--- src/rtl/if_stage.sv ---
`default_nettype none
// ------------------------------------------------------------------------------
// if_stage : MIPS instruction-fetch stage with IF/ID register and redirect count
// Revision : 1.0
// ------------------------------------------------------------------------------
module if_stage #(
  parameter logic [31:0] RESET_PC = 32'h0000_0000,
  parameter logic [31:0] NOP      = 32'h0000_0000,
  parameter int          CNT_W    = 16
) (
  input  logic             clk,
  input  logic             reset,
  input  logic [31:0]      Instruction_if,
  input  logic             Stall,
  input  logic             Branch_id,
  input  logic             Z,
  input  logic [31:0]      BranchAddr,
  input  logic             J,
  input  logic [31:0]      JumpAddr,
  input  logic             JR,
  input  logic [31:0]      JrAddr,
  output logic [31:0]      PC,
  output logic [31:0]      Instruction_id,
  output logic [31:0]      PC_4_id,
  output logic             Valid_id,
  output logic             Redirect,
  output logic [CNT_W-1:0] FlushCnt
);

  localparam logic [CNT_W-1:0] C_CNT_MAX = {CNT_W{1'b1}};
  localparam logic [CNT_W-1:0] C_CNT_ONE = {{(CNT_W-1){1'b0}}, 1'b1};

  logic [31:0]      pc_q, pc_d;
  logic [31:0]      instr_q, instr_d;
  logic [31:0]      pc4_q, pc4_d;
  logic             valid_q, valid_d;
  logic [CNT_W-1:0] cnt_q, cnt_d;

  logic [31:0] w_pc_plus4;
  logic [31:0] w_target;
  logic        w_redirect;

  assign w_pc_plus4 = pc_q + 32'd4;

  // A bubble in ID carries stale control bits, so it must never steer fetch.
  assign w_redirect = valid_q & ~Stall & (J | JR | (Branch_id & Z));

  always_comb begin
    w_target = BranchAddr;
    if (J)       w_target = JumpAddr;
    else if (JR) w_target = JrAddr;
  end

  always_comb begin
    pc_d    = pc_q;
    instr_d = instr_q;
    pc4_d   = pc4_q;
    valid_d = valid_q;
    cnt_d   = cnt_q;
    if (Stall) begin
      pc_d = pc_q;
    end else if (w_redirect) begin
      pc_d    = {w_target[31:2], 2'b00};
      instr_d = NOP;
      pc4_d   = 32'd0;
      valid_d = 1'b0;
      if (cnt_q != C_CNT_MAX) cnt_d = cnt_q + C_CNT_ONE;
    end else begin
      pc_d    = w_pc_plus4;
      instr_d = Instruction_if;
      pc4_d   = w_pc_plus4;
      valid_d = 1'b1;
    end
  end

  always_ff @(posedge clk or posedge reset) begin
    if (reset) begin
      pc_q    <= RESET_PC;
      instr_q <= NOP;
      pc4_q   <= 32'd0;
      valid_q <= 1'b0;
      cnt_q   <= '0;
    end else begin
      pc_q    <= pc_d;
      instr_q <= instr_d;
      pc4_q   <= pc4_d;
      valid_q <= valid_d;
      cnt_q   <= cnt_d;
    end
  end

  assign PC             = pc_q;
  assign Instruction_id = instr_q;
  assign PC_4_id        = pc4_q;
  assign Valid_id       = valid_q;
  assign Redirect       = w_redirect;
  assign FlushCnt       = cnt_q;

endmodule
`default_nettype wire

--- config.mk ---
export PLATFORM = sky130hd
export DESIGN_NAME = if_stage
export DESIGN_NICKNAME = d
export VERILOG_FILES = /design/src/rtl/if_stage.sv
export SDC_FILE = /design/constraint.sdc
export NUM_CORES = 1
export LEC_CHECK = 0
export CORE_ASPECT_RATIO = 0.75
export CORE_MARGIN = 3
export CORE_UTILIZATION = 44
export DETAILED_ROUTE_END_ITERATION = 6
export GPL_ROUTABILITY_DRIVEN = 1
export PLACE_DENSITY = 0.91
export SETUP_SLACK_MARGIN = 0.1
export SYNTH_ARGS = -nofsm -noshare
export SYNTH_HDL_FRONTEND = slang
export SYNTH_SLANG_ARGS = --single-unit
--- constraint.sdc ---
create_clock -name clk -period 4.1 [get_ports clk]
set_input_delay 0.41 -clock clk [delete_from_list [all_inputs] [get_ports clk]]
set_output_delay 0.41 -clock clk [all_outputs]
set_load 0.02 [all_outputs]
==> results.py, run 1 <==
metrics = {
    "critical_path": {
        "path_buf_inv": 2,
        "cp_data_required_time_ps": 3690,
        "crit_path_start_kind": "input pin",
        "cp-end-kind": "output pin",
        "cp_slowest_cell": "clkdlybuf4s50_1",
        "cp_top_family": "buffers and inverters",
        "critPathMaxStageDelay_ps": 760,
        "crit_type": "input pin to output pin",
        "crit_top_cell": "clkdlybuf4s50_1",
        "cp_cell_sequence": "clkdlybuf4s50_1 > a211oi_4 > nor2_1 > clkdlybuf4s50_1",
        "arrival_ps": 2490,
        "crit_fanout": 9,
    },
    "grt": {
        "first_global_vias": 5533,
        "grt_pass1_wl_um": 29190,
        "overflow": 0,
        "grt.total_usage_pct": 24.03,
        "grt_max_degree": 100,
        "antenna_found_initial": 0,
    },
    "clock_tree": {
        "path_clk_slew_ps": 70,
        "clockBufferDepth": 2,
        "tritoncts": "yes",
        "clk-insertion-delay-late_ps": 340,
        "ctsHoldBuffers": 0,
        "h-tree-depth": 3,
        "cts.sinks": 110,
        "cts_root_buf": "clkbuf_16",
        "cts_resized": 0,
        "cts_inserted_buffers": 9,
        "cts_setup_buffers": 0,
    },
    "yosys": {
        "yosysTopAreaCell": "dfrtp_1",
        "synth.top_cell.area_share_pct": 45.94,
        "synthDistinctLibCells": 51,
        "synth_cells": 660,
        "yosys-top-cells-area": "dfrtp_1, nand2_1, o21ai_0",
        "synth-seq-area-share_pct": 45.94,
        "synth_edf_count": 0,
        "syn_avg_cell_area_sq_um": 9.079,
        "ys.flop_type": "dfrtp_1",
        "synth_seq_cells": 110,
        "yosysWarnings": 0,
        "async_reset_ff_share_pct": 100.0,
        "synth_area_sq_um": 5992,
    },
    "cells_and_area": {
        "final_common_cell": "clkdlybuf4s50_1",
        "seqCellArea_sq_um": 2753,
        "n_fill_cell": 1072,
        "diodes": 0,
        "mostFrequentLayoutCells": "clkdlybuf4s50_1, nand2_1, dfrtp_1, o21ai_0, nor2_1",
        "fin_nets": 1004,
        "design_area_sq_um": 8707,
        "stdcell_count": 1043,
        "multiInputGateArea_sq_um": 2972,
        "drive_gt1_share_pct": 5.390,
        "area_growth_pct": 45.31,
    },
    "timing": {
        "setup_viol": 0,
        "fmax_mhz": 344.9,
        "skew_ps": 8.927,
        "drv_slew": 0,
        "relSlewSlack_pct": 32.83,
        "setup_tns_ps": 0,
        "fin_crit_ps": 2899,
        "hold_violations": 0,
        "rsz0062_at_grt": "no",
        "tightest_slew_ps": 1008,
        "finalCritPeriodShare_pct": 70.72,
    },
    "floorplan": {
        "dieHeight_um": 107.1,
        "io_pins": 249,
        "core_area_sq_um": 13150,
        "die-area_sq_um": 15070,
        "rows": 36,
        "initial_core_util_pct": 45.56,
        "die_w_um": 140.8,
    },
    "routing": {
        "drt-total-wl_um": 18530,
        "drt_iter0_drc": 352,
        "via_per_inst": 5.408,
        "wire_per_inst_um": 17.77,
        "firstDrtPassIters": 5,
        "dr_total_vias": 5641,
        "drc": 0,
        "antenna_left": 0,
    },
    "run_status": {
        "outcome": "completed",
    },
    "placement": {
        "place_area_sq_um": 8413,
        "gp_congestion": 0.8532,
        "io_buffers": 240,
        "dp.cells": 1027,
        "hpwl_um": 13590,
    },
    "pwr": {
        "power.density_nw_per_um2": 450.3,
        "peakVddDrop_uv": 372.2,
        "leakagePower_nw": 3.570,
    },
    "worst_hold_path": {
        "hp-class": "input pin to asynchronous set/reset pin",
    },
    "flow_run": {
        "drv_cap": 0,
    },
}
==> cells by family (layout without fill, tap and decap cells) <==
kind of cell | Yosys count | after routing | synth area share [%]
buffers and inverters | 58 | 269 | 4.656
AO/OA/AOI/OAI | 170 | 170 | 18.15
multiplexers | 40 | 40 | 6.933
flip-flops | 110 | 110 | 45.94
AND/OR/NAND/NOR | 240 | 240 | 18.15
adder cells (fa/ha/maj) | 2 | 2 | 0.4176
XOR/XNOR | 39 | 39 | 5.701
other | 1 | 2 | 0.06258
==> through the flow <==
step,util (%),worst slack [ps],hold WS (ps),total power [mW]
2_1_floorplan,-,787.7,546.0,2.330
3_3_place_gp,63.97,1254,463.8,3.050
3_5_place_dp,63.97,1236,472.6,3.085
4_1_cts,66.20,1227,437.4,3.955
5_1_grt,66.20,1148,461.1,4.143
6_report,66.20,1201,448.9,3.921
==> final timing paths <==
path                                  from            endpoint  slack, ps  cells past startpoint
worst max-delay path             Branch_id            Redirect       1200                      4
worst min-delay path                 reset   Instruction_id[9]        450                      2
worst max register to register       PC[2]              PC[16]       1810                      6
worst min register to register  PC_4_id[7]          PC_4_id[7]        490                      2
max in group asynchronous            reset  Instruction_id[17]       2790                      3
min in group clk                     Stall            Valid_id        450                      2
==> report_power, final <==
| group | internal (mW) | total (mW) | switching, mW |
|---|---|---|---|
| combinational | 0.732 | 1.50 | 0.771 |
| clock | 0.443 | 0.854 | 0.411 |
| sequential | 1.30 | 1.56 | 0.263 |
==> worst reg2reg max path, stage by stage, from the launching register on <==
cell and delay (ps):
dfrtp_1 470, ha_1 290, and3_2 410, and2_1 350, nand4_1 260, a2bb2oi_1 210
o22a_1 210
==> per-layer routing <==
layer / part of all wire (%) / vias up / GRT usage (%)
met5: 0 / - / 0
met4: 1.0 / 0 / 3.942
met3: 9.5 / 12 / 7.089
met2: 45 / 241 / 37.43
met1: 44 / 2641 / 33.92
li1: - / 2747 / -
==> state kept, by name (all words and copies together) (netlist names) <==
register	flops
Instruction_id	32
PC	30
Valid_id	1
PC_4_id	31
FlushCnt	16
==> layout make-up <==
| cell class | count | share of cell area, % |
|---|---|---|
| tap | 171 | 2.457 |
| sequential | 110 | 31.61 |
| inverter | 4 | 0.2012 |
| clock buffer | 11 | 2.788 |
| multi-input combinational | 493 | 34.13 |
| timing repair buffer | 249 | 28.22 |
| clock inverter | 5 | 0.5892 |
==> synthesized netlist by cell type, drive strengths merged (4+ instances only) <==
master	number
mux2i	28
o21ai	70
a31oi	10
a21oi	23
buf	24
o2bb2a	6
o21a	5
clkbuf	30
dfrtp	110
o31ai	6
nor2	32
o22ai	7
and4	6
a211oi	11
nand3	25
nand2	132
and3	8
nor3	8
xor2	21
nand4	16
mux2	12
xnor2	18
o22a	13
and2	4
(Power assumes the default switching activity.)
==> run 2, diff against run 1 <==
Clock period 4.1 ns to 2.8 ns, I/O delays scaled along.
==> results.py, run 2 (same netlist as run 1, synthesis figures left out) <==
metrics = {
    "clock_tree": {
        "cts_resized": 0,
        "cts_inserted_buffers": 9,
        "h-tree-depth": 3,
        "clk-insertion-delay-late_ps": 340,
        "cts_root_buf": "clkbuf_16",
        "tritoncts": "yes",
        "path_clk_slew_ps": 70,
        "cts_setup_buffers": 0,
        "cts.sinks": 110,
        "ctsHoldBuffers": 0,
        "clockBufferDepth": 2,
    },
    "cells_and_area": {
        "drive_gt1_share_pct": 5.708,
        "mostFrequentLayoutCells": "clkdlybuf4s50_1, nand2_1, dfrtp_1, o21ai_0, nor2_1",
        "n_fill_cell": 1067,
        "design_area_sq_um": 8772,
        "fin_nets": 1008,
        "stdcell_count": 1047,
        "largest_reg_flops": 32,
        "area_growth_pct": 46.40,
        "final_common_cell": "clkdlybuf4s50_1",
        "diodes": 0,
        "final_core_util_pct": 66.70,
    },
    "critical_path": {
        "path_buf_inv": 0,
        "crit-reg2reg-launch": "PC[2]",
        "cp_data_required_time_ps": 3030,
        "crit_type": "register to register",
        "cp-end-kind": "register",
        "crit_start": "PC[2]",
        "critPathMaxStageDelay_ps": 460,
        "crit_path_start_kind": "register",
        "cp_slowest_cell": "dfrtp_1",
        "arrival_ps": 2530,
        "crit_fanout": 11,
        "cp_cell_sequence": "ha_1 > and3_2 > and2_1 > nand4_1 > a2bb2oi_1 > o22a_1",
        "cp_top_family": "simple AND/OR/NAND/NOR gates",
    },
    "routing": {
        "via_per_inst": 5.482,
        "drc": 0,
        "dr_total_vias": 5740,
        "firstDrtPassIters": 5,
        "drt-total-wl_um": 18820,
        "wire_per_inst_um": 17.98,
        "drt_iter0_drc": 364,
        "antenna_left": 0,
    },
    "placement": {
        "dp.cells": 1031,
        "io_buffers": 240,
        "place_area_sq_um": 8494,
        "hpwl_um": 13990,
        "gp_congestion": 0.8515,
    },
    "timing": {
        "tightest_slew_ps": 825.9,
        "setup_tns_ps": 0,
        "fmax_mhz": 434.4,
        "rsz0062_at_grt": "no",
        "drv_slew": 0,
        "hold_violations": 0,
        "fin_crit_ps": 2302,
        "skew_ps": 8.413,
        "relSlewSlack_pct": 44.82,
        "setup_viol": 0,
        "finalCritPeriodShare_pct": 82.22,
    },
    "pwr": {
        "power.density_nw_per_um2": 651.3,
        "leakagePower_nw": 3.592,
        "peakVddDrop_uv": 582.9,
    },
    "floorplan": {
        "io_pins": 249,
        "initial_core_util_pct": 45.56,
        "die-area_sq_um": 15070,
        "dieHeight_um": 107.1,
        "core_area_sq_um": 13150,
        "rows": 36,
        "die_w_um": 140.8,
    },
    "grt": {
        "grt.total_usage_pct": 24.41,
        "grt_max_degree": 73,
        "antenna_found_initial": 0,
        "overflow": 0,
        "grt_pass1_wl_um": 29400,
        "first_global_vias": 5436,
    },
    "worst_hold_path": {
        "hp-class": "input pin to asynchronous set/reset pin",
    },
    "flow_run": {
        "drv_cap": 0,
    },
    "run_status": {
        "outcome": "completed",
    },
}
[run 2: changes by cell type in the layout (fill, tap and decap cells not counted), sizes merged]
cell / delta
clkinvlp: +2
inv: -3
buf: +4
clkinv: +1
[run 2: power by group]
part           switching (mW)  internal (mW)  total, mW
combinational            1.14           1.09       2.23
clock                   0.580          0.616       1.20
sequential              0.384           1.90       2.29
[run 2: worst reg2reg max path, delay by kind of cell, from the launching register on]
kind | cells | cell delay, ps
AND/OR/NAND/NOR | 3 | 1010
flip-flops | 1 | 460
AO/OA/AOI/OAI | 2 | 420
adder cells (fa/ha/maj) | 1 | 300
[run 2: routing by layer]
layer	wire (um)	part of all wire [%]	track usage, %	vias to the layer above
met5	0	0	0	-
met4	73	0.39	3.665	0
met3	1795	9.5	7.222	11
met2	8743	46	37.84	230
met1	8210	44	34.78	2732
li1	-	-	-	2767
[run 2: final timing paths]
check / end / slack, ps / cells after the start
worst min-delay path: Instruction_id[13] / 440 / 2
worst max-delay path: PC[16] / 500 / 6
max in group asynchronous: PC[28] / 1700 / 3
worst min register to register: PC_4_id[3] / 490 / 2
worst max register to register: PC[16] / 500 / 6
min in group clk: PC_4_id[30] / 480 / 5
[run 2: area by class of cell]
type	instances	area (sq um)	area share (%)
Clock buffer	11	232.7	2.653
Inverter	4	18.77	0.2139
Sequential cell	110	2753	31.38
Tap cell	171	214.0	2.439
Timing Repair Buffer	253	2537	28.93
Multi-Input combinational cell	493	2972	33.88
Clock inverter	5	45.04	0.5135
[run 2: metrics by stage]
step	setup slack [ps]	power, mW	hold slack [ps]
after floorplan	797.7	3.412	416.0
after global placement	623.3	4.485	464.5
after detailed placement	532.6	4.544	472.7
after CTS	525.2	5.762	448.0
after global routing	409.4	6.034	473.5
final	497.9	5.714	438.8
==> run 3, diff against run 2 <==
Settings changed: CORE_UTILIZATION 44 to 39, PLACE_DENSITY 0.91 to 0.86.
Clock period 2.8 ns to 1.9 ns, I/O delays scaled along.
==> results.py, run 3 (same netlist as run 1, synthesis figures left out) <==
metrics = {
    "grt": {
        "overflow": 0,
        "grt_max_degree": 118,
        "antenna_found_initial": 0,
        "grt_pass1_wl_um": 30600,
        "first_global_vias": 5680,
        "grt.total_usage_pct": 22.87,
    },
    "critical_path": {
        "crit_type": "register to output pin",
        "arrival_ps": 1550,
        "crit_path_start_kind": "register",
        "crit_fanout": 6,
        "cp_data_required_time_ps": 1710,
        "cp-end-kind": "output pin",
    },
    "routing": {
        "wire_per_inst_um": 17.24,
        "drt_iter0_drc": 480,
        "drt-total-wl_um": 19340,
        "drc": 0,
        "firstDrtPassIters": 5,
        "via_per_inst": 5.225,
        "antenna_left": 0,
        "dr_total_vias": 5863,
    },
    "timing": {
        "drv_slew": 0,
        "finalCritPeriodShare_pct": 91.81,
        "setup_ws_ps": 155.6,
        "fin_crit_ps": 1744,
        "hold_ws_ps": 285.6,
        "setup_viol": 0,
        "fmax_mhz": 573.3,
        "rsz0062_at_grt": "yes",
        "skew_ps": 9.699,
        "hold_violations": 0,
    },
    "cells_and_area": {
        "final_core_util_pct": 63.14,
        "final_common_cell": "clkdlybuf4s50_1",
        "drive_gt1_share_pct": 13.77,
        "seqCellArea_sq_um": 2773,
        "diodes": 0,
        "n_fill_cell": 1220,
        "largest_reg_flops": 32,
        "fin_nets": 1054,
        "mostFrequentLayoutCells": "clkdlybuf4s50_1, nand2_1, dfrtp_1, o21ai_0, buf_4",
        "multiInputGateArea_sq_um": 3033,
        "design_area_sq_um": 9306,
        "area_growth_pct": 55.31,
    },
    "clock_tree": {
        "cts.sinks": 110,
        "cts_root_buf": "clkbuf_16",
        "clockBufferDepth": 2,
        "path_clk_slew_ps": 80,
        "clk-insertion-delay-late_ps": 360,
        "tritoncts": "yes",
        "ctsHoldBuffers": 0,
        "h-tree-depth": 3,
        "cts_inserted_buffers": 9,
    },
    "run_status": {
        "outcome": "completed",
    },
    "placement": {
        "io_buffers": 240,
        "pre_cts_slack_ps": -133.9,
        "hpwl_um": 14490,
        "place_area_sq_um": 8960,
        "gp_congestion": 0.8559,
    },
    "worst_hold_path": {
        "hp-class": "input pin to asynchronous set/reset pin",
    },
    "pwr": {
        "p_total_mw": 8.884,
        "leakagePower_nw": 3.860,
        "peakVddDrop_uv": 766.4,
        "power.density_nw_per_um2": 954.6,
    },
    "floorplan": {
        "core_area_sq_um": 14740,
        "rows": 38,
        "initial_core_util_pct": 40.65,
        "die-area_sq_um": 16900,
        "dieHeight_um": 113.3,
        "die_w_um": 149.1,
        "io_pins": 249,
    },
    "flow_run": {
        "drv_cap": 0,
    },
}
## run 3: final timing paths
check / to / cells after the start / start / slack, ps
hold / removal: Instruction_id[18] / 3 / reset / 290
hold reg to reg: Instruction_id[19] / 2 / Instruction_id[19] / 480
min in group clk: PC_4_id[30] / 5 / Stall / 340
setup / recovery: PC[25] / 2 / PC[25] / 160
setup reg to reg: PC[26] / 5 / PC[11] / 160
max in group asynchronous: PC[8] / 3 / reset / 1230
## run 3: layer usage
metal | vias to the layer above | track usage (%) | part of all wire (%)
met4 | 0 | 5.122 | 1.0
met1 | 2762 | 32.23 | 45
met3 | 17 | 7.526 | 9.3
met2 | 232 | 34.50 | 45
met5 | - | 0 | 0
li1 | 2852 | - | -
## run 3: area by class of cell
class / instances / area share [%]
Clock buffer: 11 / 2.608
Clock inverter: 5 / 0.4571
Inverter: 4 / 0.2017
Multi-Input combinational cell: 493 / 32.59
Sequential cell: 110 / 29.79
Tap cell: 200 / 2.689
Timing Repair Buffer: 299 / 31.66
## run 3: repair_timing
action / in CTS / in global routing
resized for setup: 4 / 11
cloned: 0 / 0
pin swaps: 1 / 4
endpoints found under the setup margin: 7 / 27
setup buffers: 0 / 4
hold endpoints to repair: 0 / 0
## run 3: worst max-delay path, cell delays in order (launching register included)
cell and delay [ps]:
dfrtp_1 430, buf_4 160, clkdlybuf4s50_1 610
## run 3: metrics by stage
step                instances  TNS [ps]
finish                   1122         0
global route             1122         0
CTS                      1118         0
detailed placement       1102     -3946
global placement         1102    -901.8
floorplan                 661         0
## run 3: power breakdown
group          switching (mW)  leakage (nW)  internal (mW)
registers               0.417          1.36           2.83
clock network           0.891         0.137          0.941
logic                    1.93          2.36           1.87
total                    3.24          3.86           5.64
